<file path="src/rtl/forwarding_scoreboard_pkg.sv">
// forwarding_scoreboard_pkg: shared register names, forward-select types and helpers
package forwarding_scoreboard_pkg;
  typedef enum logic [4:0] {
    X0, X1, X2, X3, X4, X5, X6, X7, X8, X9, X10, X11, X12, X13, X14, X15,
    X16, X17, X18, X19, X20, X21, X22, X23, X24, X25, X26, X27, X28, X29, X30, X31
  } register_e;
  typedef enum logic [1:0] {FWD_RF = 2'd0, FWD_XM = 2'd1, FWD_MW = 2'd2} forward_source_e;
  function automatic int sel_width(input int stages);
    return $clog2(stages + 1);
  endfunction
  localparam int DEFAULT_FWD_STAGES = 2;
  localparam int DEFAULT_SEL_W = sel_width(DEFAULT_FWD_STAGES);
  typedef logic [DEFAULT_SEL_W-1:0] fwd_sel_t;
endpackage

</file>
<file path="src/rtl/forwarding_port_select.sv">
// forwarding_port_select: youngest-first stage match for one operand plus load-use detect
//   i_rs/i_used        operand source register and read enable
//   i_stage_*          per-stage destination valid/address/ready, index 1 = youngest
//   o_sel              0 = register file, k = forward from stage k
//   o_load_use         winning stage has no result yet
module forwarding_port_select
  import forwarding_scoreboard_pkg::*;
#(
  parameter int NUM_FWD_STAGES = 2,
  parameter int SEL_W = sel_width(NUM_FWD_STAGES)
) (
  input  register_e                 i_rs,
  input  logic                      i_used,
  input  logic [NUM_FWD_STAGES:1]   i_stage_valid,
  input  register_e                 i_stage_addr [1:NUM_FWD_STAGES],
  input  logic [NUM_FWD_STAGES:1]   i_stage_ready,
  output logic [SEL_W-1:0]          o_sel,
  output logic                      o_load_use
);
  logic w_ready;
  // Walk oldest to youngest so the youngest match is written last and wins.
  always_comb begin
    o_sel = '0;
    w_ready = 1'b1;
    for (int k = NUM_FWD_STAGES; k >= 1; k--)
      if (i_used && i_stage_valid[k] && i_stage_addr[k] != X0 && i_stage_addr[k] == i_rs) begin
        o_sel = SEL_W'(k);
        w_ready = i_stage_ready[k];
      end
  end
  assign o_load_use = !w_ready;
endmodule

</file>
<file path="src/rtl/forwarding_scoreboard.sv">
// forwarding_scoreboard: operand forward select, load-use stall and multi-cycle latency scoreboard
//   dx_*               execute-stage operands, destination and multi-cycle issue info
//   stage_rd_*         downstream write-back stages, index 1 = youngest
//   fwd_sel_o          per-operand forward select; stall_o holds fetch/decode/execute
//   pending_o/busy_o   registers awaiting a multi-cycle result
module forwarding_scoreboard
  import forwarding_scoreboard_pkg::*;
#(
  parameter int NUM_READ_PORTS = 2,
  parameter int NUM_FWD_STAGES = 2,
  parameter int MAX_LATENCY = 8,
  localparam int LAT_W = $clog2(MAX_LATENCY + 1),
  localparam int SEL_W = sel_width(NUM_FWD_STAGES)
) (
  input  logic                                 clk_i,
  input  logic                                 rst_ni,
  input  register_e                            dx_rs_address_i [NUM_READ_PORTS],
  input  logic [NUM_READ_PORTS-1:0]            dx_rs_used_i,
  input  logic                                 dx_rd_valid_i,
  input  register_e                            dx_rd_address_i,
  input  logic                                 dx_multicycle_i,
  input  logic [LAT_W-1:0]                     dx_latency_i,
  input  logic                                 flush_i,
  input  logic [NUM_FWD_STAGES:1]              stage_rd_valid_i,
  input  register_e                            stage_rd_address_i [1:NUM_FWD_STAGES],
  input  logic [NUM_FWD_STAGES:1]              stage_rd_ready_i,
  output logic [NUM_READ_PORTS-1:0][SEL_W-1:0] fwd_sel_o,
  output logic                                 stall_o,
  output logic [31:0]                          pending_o,
  output logic                                 busy_o
);
  logic [LAT_W-1:0]          r_cnt [31:1];
  logic [NUM_READ_PORTS-1:0] w_load_use;
  logic [31:0]               w_pending;
  logic                      w_raw;
  logic                      w_waw;
  logic                      w_issue;
  logic [LAT_W-1:0]          w_lat;
  genvar p;
  generate
    for (p = 0; p < NUM_READ_PORTS; p++) begin : g_port
      forwarding_port_select #(.NUM_FWD_STAGES(NUM_FWD_STAGES), .SEL_W(SEL_W)) u_sel (
        .i_rs          (dx_rs_address_i[p]),
        .i_used        (dx_rs_used_i[p]),
        .i_stage_valid (stage_rd_valid_i),
        .i_stage_addr  (stage_rd_address_i),
        .i_stage_ready (stage_rd_ready_i),
        .o_sel         (fwd_sel_o[p]),
        .o_load_use    (w_load_use[p])
      );
    end
  endgenerate
  always_comb begin
    w_pending = '0;
    for (int r = 1; r < 32; r++) w_pending[r] = r_cnt[r] != '0;
  end
  always_comb begin
    w_raw = 1'b0;
    for (int i = 0; i < NUM_READ_PORTS; i++) w_raw = w_raw | (dx_rs_used_i[i] && w_pending[dx_rs_address_i[i]]);
  end
  assign w_waw = dx_rd_valid_i && dx_rd_address_i != X0 && w_pending[dx_rd_address_i];
  assign stall_o = |w_load_use || w_raw || w_waw;
  assign w_issue = dx_multicycle_i && dx_rd_valid_i && dx_rd_address_i != X0 && !stall_o && !flush_i;
  // A zero latency still occupies one cycle so the write-through cycle is covered.
  assign w_lat = (dx_latency_i == '0) ? LAT_W'(1)
               : (dx_latency_i > LAT_W'(MAX_LATENCY)) ? LAT_W'(MAX_LATENCY) : dx_latency_i;
  always_ff @(posedge clk_i or negedge rst_ni)
    if (!rst_ni)
      for (int r = 1; r < 32; r++) r_cnt[r] <= '0;
    else
      for (int r = 1; r < 32; r++)
        if (w_issue && dx_rd_address_i == register_e'(r)) r_cnt[r] <= w_lat;
        else if (r_cnt[r] != '0) r_cnt[r] <= r_cnt[r] - LAT_W'(1);
  assign pending_o = w_pending;
  assign busy_o = |w_pending;
endmodule

</file>
<file path="config.mk">
export PLATFORM = sky130hd
export DESIGN_NAME = forwarding_scoreboard
export DESIGN_NICKNAME = d
export VERILOG_FILES = /design/src/rtl/forwarding_scoreboard_pkg.sv /design/src/rtl/forwarding_port_select.sv /design/src/rtl/forwarding_scoreboard.sv
export SDC_FILE = /design/constraint.sdc
export NUM_CORES = 1
export LEC_CHECK = 0
export ABC_AREA = 0
export CAP_MARGIN = 40
export CORE_ASPECT_RATIO = 1.75
export CORE_MARGIN = 4
export CORE_UTILIZATION = 64
export CTS_CLUSTER_DIAMETER = 50
export DETAILED_ROUTE_END_ITERATION = 10
export HOLD_SLACK_MARGIN = 0.1
export PLACE_DENSITY = 0.87
export RECOVER_POWER = 100
export SETUP_SLACK_MARGIN = 0.2
export SLEW_MARGIN = 20
export SYNTH_ARGS = -nofsm -noshare
export SYNTH_HDL_FRONTEND = slang
export SYNTH_SLANG_ARGS = --single-unit
</file>
<file path="constraint.sdc">
create_clock -name clk_i -period 8.3 [get_ports clk_i]
set_input_delay 1.66 -clock clk_i [delete_from_list [all_inputs] [get_ports clk_i]]
set_output_delay 1.66 -clock clk_i [all_outputs]
set_load 0.1 [all_outputs]
</file>
==> results.cfg <==
[final_layout]
top_register = r_cnt
layout.nets = 1217
largest_reg_flops = 124
final_util_pct = 78.6
syn2layout_area_growth_pct = 19.4
top_regs = r_cnt (124)
drive_gt1_share_pct = 8.89
antennaDiodeCount = 0
instances_no_fill = 1335

[floorplanning]
dieArea_sq_mm = 0.0164
initial_core_util_pct = 65.8
num_io_pins = 78
coreArea_sq_mm = 0.0140
die_height_um = 167
num_rows = 57
die-width_um = 98.6

[sta]
setup_tns_ps = 0
setup_viol = 0
fin_crit_ps = 7240
slew_headroom_pct = -85.4
fin_skew_ps = 10.9
maxSlewViolCount = 130
rsz0062_at_grt = no
fmaxAchievable_mhz = 138
hold_violations = 0
worst_slew_pin_slew_ps = 2780
min_period_over_period_pct = 87.3

[drt]
via_count = 9359
post-route-drc-count = 0
drt_iter0_drc = 1107
routedWlPerCell_um = 23.5
routed_wl_um = 31400
postRouteAntennaNets = 0
routed_via_density = 7.01
drt_first_pass_iters = 6

[setup_path]
r2r_cells = 12
crit_path_start = dx_rs_address_i[1]
critPathRequiredTime_ps = 6640
r2r_slack_ps = 3050
start_kind = input pin
crit_path_end = stall_o
r2r-end = r_cnt[108]$_DFFE_PN0P_
arrival_ps = 5580
reg2reg_from = r_cnt[24]$_DFFE_PN0P_
cp-end-kind = output port
path_max_fanout = 33
crit_type = input pin to output port

[power]
peakVddDrop_mv = 0.311
leakagePower_nw = 4.69
power_density_mw_per_mm2 = 417

[synthesis]
syn_nets = 1107
synthTopCellsByArea = dfrtp_1 34%, mux2i_1 7.7%, inv_1 5.3%
yosysSeqAreaShare_pct = 33.7
synthesis.area_sq_mm = 0.00920
synth_top_area_share_pct = 33.7
synth_flop_cell = dfrtp_1
synth_edf_count = 0
synth_cell_type_count = 66
synth.most_common_cell = inv_1
syn_inst = 1036
yosys.area.top_type = dfrtp_1
synth_async_sr_flop_share_pct = 100
synth-seq-cells = 124
synth_commonest_cells = 129 x inv_1, 124 x dfrtp_1, 71 x mux2i_1
yosysWarnings = 0
syn_avg_cell_area_sq_um = 8.88

[clocking]
htree_levels = 4
numCtsBuffers = 17
clock_path_buffers = 2
post_cts_buffers = 0
cts-root-buf = clkbuf_16
path_clk_slew_ps = 60
clock_latency_ps = 440
post_cts_resized = 0
cts.sinks = 124
cts_hold_buffers = 0
cts_tree = done

[global_routing]
antenna_found_initial = 1
grt_overflow = 0
grt_pass1_wl_um = 49700
track_usage_pct = 38.6
grt_pass1_vias = 9502
grt_max_degree = 53

[worst_hold_path]
min_from = r_cnt[15]$_DFFE_PN0P_
min_path_cells = 2
hold_path_class = flop to flop

[status]
violations = max-capacitance violations, max-slew violations
status = complete, but fails checks

[placement]
portBuffers = 76
dp_hpwl_um = 21800
gp_congestion = 1.01
placedCellCount = 1299

[run]
maxCapViolCount = 7
==> worst min-delay path by stage <==
stage                                        to  slack, ps
final                     r_cnt[15]$_DFFE_PN0P_        540
after global routing      r_cnt[59]$_DFFE_PN0P_        580
after CTS                 r_cnt[38]$_DFFE_PN0P_        550
after detailed placement  r_cnt[79]$_DFFE_PN0P_        530
after global placement    r_cnt[30]$_DFFE_PN0P_        510
after floorplan           r_cnt[30]$_DFFE_PN0P_        480
==> kinds of logic (layout without fill, tap and decap cells) <==
group / count (synthesis) / in the layout / synth area share (%)
DFF: 124 / 124 / 33.7
xor gates and xnor gates: 51 / 51 / 4.86
muxes: 76 / 76 / 8.46
buffers and inverters: 183 / 305 / 7.89
AOI/OAI and AO/OA: 207 / 207 / 16.0
adders and majority gates: 31 / 31 / 4.22
other: 1 / 1 / 0.0408
and+or+nand+nor: 363 / 363 / 24.8
==> stage by stage <==
| stage | total power (W) | area, sq um | setup WS (ps) | hold WS, ps |
|---|---|---|---|---|
| finish | 0.00459 | 11000 | 1060 | 544 |
| CTS | 0.00462 | 11400 | 1590 | 548 |
| global route | 0.00485 | 11000 | 850 | 583 |
| floorplan | 0.00297 | 9240 | 979 | 484 |
| global placement | 0.00347 | 10100 | 1510 | 508 |
| detailed placement | 0.00385 | 10900 | 1660 | 533 |
==> power breakdown <==
group	switching [W]	total, W	internal [W]
registers	0.000225	0.00114	0.000912
clock network	0.000311	0.000722	0.000411
logic	0.00169	0.00273	0.00103
==> critical path: stages <==
cell and delay [ps]:
clkdlybuf4s50_1 770, nor2b_1 350, a221oi_1 320, nor2_1 80, o311a_1 450, or3_4 550, nor2_1 530, inv_1 390
buf_12 280, buf_12 180
==> layout by cell type, fill, tap and decap left out, types with 8 or more instances in the layout <==
| cell | n |
|---|---|
| inv_1 | 130 |
| dfrtp_1 | 124 |
| mux2i_1 | 71 |
| a21oi_1 | 67 |
| clkdlybuf4s50_1 | 61 |
| nand2_1 | 53 |
| nor2_1 | 52 |
| xnor2_1 | 51 |
| nor3_1 | 47 |
| nor3b_1 | 44 |
| nand3_1 | 36 |
| o21ai_0 | 33 |
| o31ai_1 | 33 |
| buf_8 | 32 |
| ha_1 | 31 |
| nor4_1 | 27 |
| or3_1 | 25 |
| nand4_1 | 21 |
| clkbuf_16 | 17 |
| o41ai_1 | 15 |
| clkbuf_1 | 15 |
| dlygate4sd3_1 | 13 |
| nand2b_1 | 11 |
| buf_4 | 11 |
| and3_1 | 9 |
| nand3b_1 | 8 |
| a31oi_1 | 8 |
| a41o_1 | 8 |
==> layout make-up <==
class,count,area (sq um)
Clock inverter,14,123
Fill cell,938,2990
Sequential cell,124,3100
Clock buffer,17,425
Multi-Input combinational cell,729,5040
Inverter,131,492
Tap cell,177,221
Timing Repair Buffer,143,1580
==> layer usage <==
layer / global-route usage [%] / wire length, um / vias up
li1: - / - / 3962
met1: 41.8 / 10100 / 4342
met2: 63.5 / 15100 / 786
met3: 10.2 / 3300 / 267
met4: 29.1 / 2950 / 2
met5: 0 / 11 / -
Power figures use the tool's default switching activity.
